**config.mk**
```make
export PLATFORM = sky130hd
export DESIGN_NAME = sevenseg_rx
export DESIGN_NICKNAME = d
export VERILOG_FILES = /design/src/rtl/sevenseg_rx.sv
export SDC_FILE = /design/constraint.sdc
export NUM_CORES = 1
export LEC_CHECK = 0
export CORE_MARGIN = 2
export CORE_UTILIZATION = 64
export CTS_BUF_LIST = sky130_fd_sc_hd__clkbuf_16
export CTS_CLUSTER_DIAMETER = 120
export DETAILED_ROUTE_END_ITERATION = 10
export HOLD_SLACK_MARGIN = 0.08
export PLACE_DENSITY = 0.83
export RECOVER_POWER = 50
export SYNTH_ARGS = -nofsm -noshare
export SYNTH_HDL_FRONTEND = slang
export SYNTH_SLANG_ARGS = --single-unit
export TNS_END_PERCENT = 50
```
**constraint.sdc**
```tcl
create_clock -name clk -period 3.6 [get_ports clk]
set_clock_uncertainty 0.05 [all_clocks]
set_input_delay 0.72 -clock clk [delete_from_list [all_inputs] [get_ports clk]]
set_output_delay 0.72 -clock clk [all_outputs]
set_load 0.01 [all_outputs]
```
**src/rtl/sevenseg_rx.sv**
```systemverilog
// sevenseg_rx: receives a multiplexed two-digit seven-segment drive from
// asynchronous pins, debounces it, decodes the hex glyph and keeps one value
// per digit with a staleness timeout.
//
// Ports
//   clk         in   rising-edge clock
//   rst         in   asynchronous active-high reset
//   pmod_in     in   [6:0] segments a..g active-low, [7] select (1=ones, 0=tens)
//   ones        out  last hex value captured with select=1
//   tens        out  last hex value captured with select=0
//   ones_valid  out  ones captured fewer than TIMEOUT cycles ago
//   tens_valid  out  tens captured fewer than TIMEOUT cycles ago
//   update      out  one-cycle pulse: a digit changed value or its valid rose
//   err         out  one-cycle pulse: stable non-blank pattern is not a glyph
module sevenseg_rx #(
  parameter int unsigned STABLE_CYCLES = 2,
  parameter int unsigned TIMEOUT       = 4096
) (
  input  logic       clk,
  input  logic       rst,
  input  logic [7:0] pmod_in,
  output logic [3:0] ones,
  output logic [3:0] tens,
  output logic       ones_valid,
  output logic       tens_valid,
  output logic       update,
  output logic       err
);

  localparam logic [3:0]  STABLE = 4'(STABLE_CYCLES);
  localparam logic [15:0] TMO    = 16'(TIMEOUT);

  logic [7:0]  r_sync1, r_sync2, r_prev;
  logic [3:0]  r_run;
  logic [3:0]  r_ones, r_tens;
  logic        r_ones_valid, r_tens_valid;
  logic [15:0] r_ones_tmr, r_tens_tmr;
  logic        r_update, r_err;

  logic        w_changed;
  logic [3:0]  w_run_next;
  logic        w_reach;
  logic        w_blank;
  logic [6:0]  w_seg;
  logic        w_match;
  logic [3:0]  w_digit;
  logic        w_good, w_bad;
  logic        w_wr_ones, w_wr_tens;

  // r_prev holds S from the previous edge, so a run is measured purely on S.
  assign w_changed  = (r_sync2 != r_prev);
  assign w_run_next = w_changed ? 4'd1 : ((r_run == 4'hF) ? 4'hF : r_run + 4'd1);
  // Fires once per run: either a fresh run that already meets the threshold,
  // or the single increment that lands on it (a saturated run cannot re-land).
  assign w_reach    = (w_run_next == STABLE) && (w_changed || (r_run != STABLE));

  assign w_blank = (r_sync2[6:0] == 7'h7F);
  assign w_seg   = ~r_sync2[6:0];

  always_comb begin
    w_match = 1'b1;
    w_digit = '0;
    case (w_seg)
      7'h3F: w_digit = 4'h0;
      7'h06: w_digit = 4'h1;
      7'h5B: w_digit = 4'h2;
      7'h4F: w_digit = 4'h3;
      7'h66: w_digit = 4'h4;
      7'h6D: w_digit = 4'h5;
      7'h7D: w_digit = 4'h6;
      7'h07: w_digit = 4'h7;
      7'h7F: w_digit = 4'h8;
      7'h6F: w_digit = 4'h9;
      7'h77: w_digit = 4'hA;
      7'h7C: w_digit = 4'hB;
      7'h39: w_digit = 4'hC;
      7'h5E: w_digit = 4'hD;
      7'h79: w_digit = 4'hE;
      7'h71: w_digit = 4'hF;
      default: w_match = 1'b0;
    endcase
  end

  assign w_good    = w_reach && !w_blank && w_match;
  assign w_bad     = w_reach && !w_blank && !w_match;
  assign w_wr_ones = w_good && r_sync2[7];
  assign w_wr_tens = w_good && !r_sync2[7];

  always_ff @(posedge clk or posedge rst) begin
    if (rst) begin
      r_sync1 <= '1;
      r_sync2 <= '1;
      r_prev  <= '1;
      r_run   <= '0;
      r_update <= 1'b0;
      r_err    <= 1'b0;
    end else begin
      r_sync1 <= pmod_in;
      r_sync2 <= r_sync1;
      r_prev  <= r_sync2;
      r_run   <= w_run_next;
      r_err   <= w_bad;
      r_update <= (w_wr_ones && ((r_ones != w_digit) || !r_ones_valid)) ||
                  (w_wr_tens && ((r_tens != w_digit) || !r_tens_valid));
    end
  end

  // A capture on the expiry edge takes priority, so valid never drops then.
  always_ff @(posedge clk or posedge rst) begin
    if (rst) begin
      r_ones       <= '0;
      r_ones_valid <= 1'b0;
      r_ones_tmr   <= '0;
    end else if (w_wr_ones) begin
      r_ones       <= w_digit;
      r_ones_valid <= 1'b1;
      r_ones_tmr   <= TMO;
    end else if (r_ones_valid && (r_ones_tmr != '0)) begin
      r_ones_tmr <= r_ones_tmr - 16'd1;
      if (r_ones_tmr == 16'd1) r_ones_valid <= 1'b0;
    end
  end

  always_ff @(posedge clk or posedge rst) begin
    if (rst) begin
      r_tens       <= '0;
      r_tens_valid <= 1'b0;
      r_tens_tmr   <= '0;
    end else if (w_wr_tens) begin
      r_tens       <= w_digit;
      r_tens_valid <= 1'b1;
      r_tens_tmr   <= TMO;
    end else if (r_tens_valid && (r_tens_tmr != '0)) begin
      r_tens_tmr <= r_tens_tmr - 16'd1;
      if (r_tens_tmr == 16'd1) r_tens_valid <= 1'b0;
    end
  end

  assign ones       = r_ones;
  assign tens       = r_tens;
  assign ones_valid = r_ones_valid;
  assign tens_valid = r_tens_valid;
  assign update     = r_update;
  assign err        = r_err;

endmodule

```
==> run_results.csv <==
group,metric,value,unit
logic_synthesis,synth_cell_types,66,
power,ir_drop,0.451,mV
timing,relSlewSlack,15.6,%
logic_synthesis,synth_edf_count,0,
worst_hold_path,hold_path.class,"register to register",
worst_setup_path,slowest_delay,750,ps
clock_network,cts_sinks,72,
floorplan,die-width,79.8,µm
grt,grt_pass1_vias,2621,
timing,tns,0,ps
logic_synthesis,synthesis.area,3680,µm²
detailed_routing,wl_per_cell,16.0,µm
finish,final_nets,376,
floorplan,die_h,79.8,µm
timing,hold_viol,0,
clock_network,h-tree-depth,3,
logic_synthesis,ys_ff_latch,72,
timing,fmax,331,MHz
logic_synthesis,synthTopCellsByArea,"dfrtp_1, dfstp_2, xnor2_1",
clock_network,clkTransAtPathRegs,50,ps
logic_synthesis,synth_top_cells_by_count,"dfrtp_1, nor2_1, dfstp_2, xnor2_1, xor2_1",
detailed_routing,vias,2601,
power,seqPwrFrac,42.8,%
worst_setup_path,worst-endpoint-arrival,3190,ps
logic_synthesis,synthCells,338,
finish,fin_area,4180,µm²
placement,postPlaceCellArea,3910,µm²
detailed_routing,totalWireLength,6.98,mm
clock_network,cts_made_buffers,9,
power,pwr-share-comb,25.6,%
power,power.density,616,nW/µm²
finish,syn2layout_area_growth,13.5,%
clock_network,insertion_delay,330,ps
clock_network,cts_buffer_depth,2,
timing,setup_viol,0,
floorplan,start_util,66.4,%
timing,slew_violations,0,
worst_setup_path,critPathTopFamily,"compound AO/OA/AOI/OAI gates",
logic_synthesis,syn_nets,354,
clock_network,cts_resized,0,
finish,diodes,0,
logic_synthesis,async_reset_ff_share,100,%
logic_synthesis,yosys_warnings,0,
worst_setup_path,cp-end-kind,"register",
power,switching_share,32.5,%
grt,overflow,0,
timing,period_share,84.0,%
clock_network,cts_tree,"yes",
grt,antenna_found_initial,0,
floorplan,core_area,5540,µm²
detailed_routing,antenna_left,0,
detailed_routing,vias_per_cell,5.95,
timing,rsz0062_at_grt,"false",
logic_synthesis,synth_ff_type,"dfrtp_1",
floorplan,pin_count,22,
worst_setup_path,start_kind,"register",
floorplan,num_rows,27,
flow_run,maxCapViolCount,0,
placement,portBuffers,21,
worst_setup_path,critPathMaxFanout,17,
clock_network,post_cts_buffers,0,
grt,grt_pass1_wl,12.2,mm
logic_synthesis,synth_top_area_share,32.7,%
logic_synthesis,syn_avg_cell_area,10.9,µm²
detailed_routing,drcViolationCount,0,
worst_setup_path,path_class,"register to register",
timing,layout_min_cycle_time,3030,ps
detailed_routing,drtIter0Drc,163,
worst_setup_path,worstPathCellList,"nor4bb_1 -> a221oi_1 -> a31oi_1 -> o311a_1 -> buf_4 -> mux2_2",
detailed_routing,firstDrtPassIters,4,
power,pwr-share-clk,31.6,%
worst_setup_path,path_buf_inv,1,
clock_network,clockRootBuffer,"clkbuf_16",
grt,grt_start_max_net_pins,26,
timing,tightest_slew,1270,ps
outcome,status,"complete, no violations",
power,static-leakage-power,1.78,nW
finish,final_layout_size_suffix_gt1_share,15.3,%
logic_synthesis,post-synth-top-area-cell,"dfrtp_1",
power,p_int,1.74,mW
logic_synthesis,yosysMostFrequentCell,"dfrtp_1",
grt,groute.usage.overall,25.2,%
placement,place_hpwl,4.88,mm
clock_network,postCtsHoldBufs,0,
placement,routabilityCongestion,0.883,
power,p_switching,0.836,mW
worst_setup_path,cp_slowest_cell,"dfstp_1",
worst_setup_path,required,3760,ps
logic_synthesis,ys_seq_area_share,49.8,%
floorplan,die_area,6370,µm²
[through the flow]
| stage | util [%] | hold WS [ps] | total power [mW] | setup slack [ps] | std cells |
|---|---|---|---|---|---|
| after CTS | 75.5 | 305 | 2.59 | 717 | 437 |
| after floorplan | - | 295 | 1.62 | 1040 | 338 |
| final | 75.4 | 309 | 2.57 | 575 | 437 |
| after global routing | 75.4 | 314 | 2.73 | 312 | 437 |
| after global placement | 70.5 | 295 | 1.73 | 889 | 421 |
| after detailed placement | 70.5 | 297 | 1.77 | 736 | 421 |
[sequential cells by signal, indices dropped and copies added (netlist names)]
| signal | flops |
|---|---|
| err | 1 |
| r_tens_tmr | 16 |
| r_sync1 | 8 |
| tens | 4 |
| ones | 4 |
| r_ones_tmr | 16 |
| ones_valid | 1 |
| r_run | 4 |
| r_sync2 | 8 |
| r_prev | 8 |
| update | 1 |
| tens_valid | 1 |
[per-layer routing]
layer	GRT usage [%]	wire length, µm	up-vias
met5	0	0	-
met3	4.19	224	11
met1	32.7	3050	1276
met2	42.2	3580	56
li1	-	-	1258
met4	10.2	117	0
[worst reg2reg max path, delay by kind of cell (launching register included)]
kind                   cells  cell delay [ps]
AND/OR/NAND/NOR            1              550
buffers and inverters      1              250
multiplexers               1              360
AO/OA/AOI/OAI              3              960
flip-flops                 1              750
[power groups by stage]
stage	combinational, mW	sequential [mW]	clock, mW
2_1_floorplan	0.551	1.07	0
3_3_place_gp	0.626	1.10	0
3_5_place_dp	0.658	1.11	0
4_1_cts	0.664	1.10	0.824
5_1_grt	0.739	1.12	0.867
6_report	0.660	1.10	0.813
[worst paths after layout]
check,start,endpoint,slack [ps],cells after the start
hold / removal,r_sync1[5],r_sync2[5],310,0
hold reg to reg,r_sync1[5],r_sync2[5],310,0
setup / recovery,r_sync2[1],tens[3],570,6
max in group asynchronous,rst,r_tens_tmr[8],820,3
min in group asynchronous,rst,ones[1],1000,2
setup reg to reg,r_sync2[1],tens[3],570,6
[cell usage in the layout, fill, tap and decap left out, drive strengths merged, types with 9 or more instances in the layout]
cell type / instances
nor2: 45
dfrtp: 48
nand3: 10
clkbuf: 12
dfstp: 24
nor3: 16
inv: 18
xnor2: 24
nand2: 14
xor2: 17
dlygate4sd3: 9
clkdlybuf4s50: 12
[area by class of cell]
| type | count | area (µm²) |
|---|---|---|
| Sequential cell | 72 | 1830 |
| Multi-Input combinational cell | 237 | 1690 |
| Fill cell | 371 | 1360 |
| Clock buffer | 10 | 250 |
| Timing Repair Buffer | 25 | 233 |
| Tap cell | 72 | 90.1 |
| Inverter | 15 | 56.3 |
| Clock inverter | 6 | 26.3 |
[cells by family after synthesis]
kind of cell,share of synthesized area (%)
xor+xnor,9.76
compound gates,10.7
simple gates,20.4
mux,2.99
fa+ha+maj,2.04
buf+inv,4.29
flops,49.8
No activity file was read; power rests on OpenSTA's default activity.
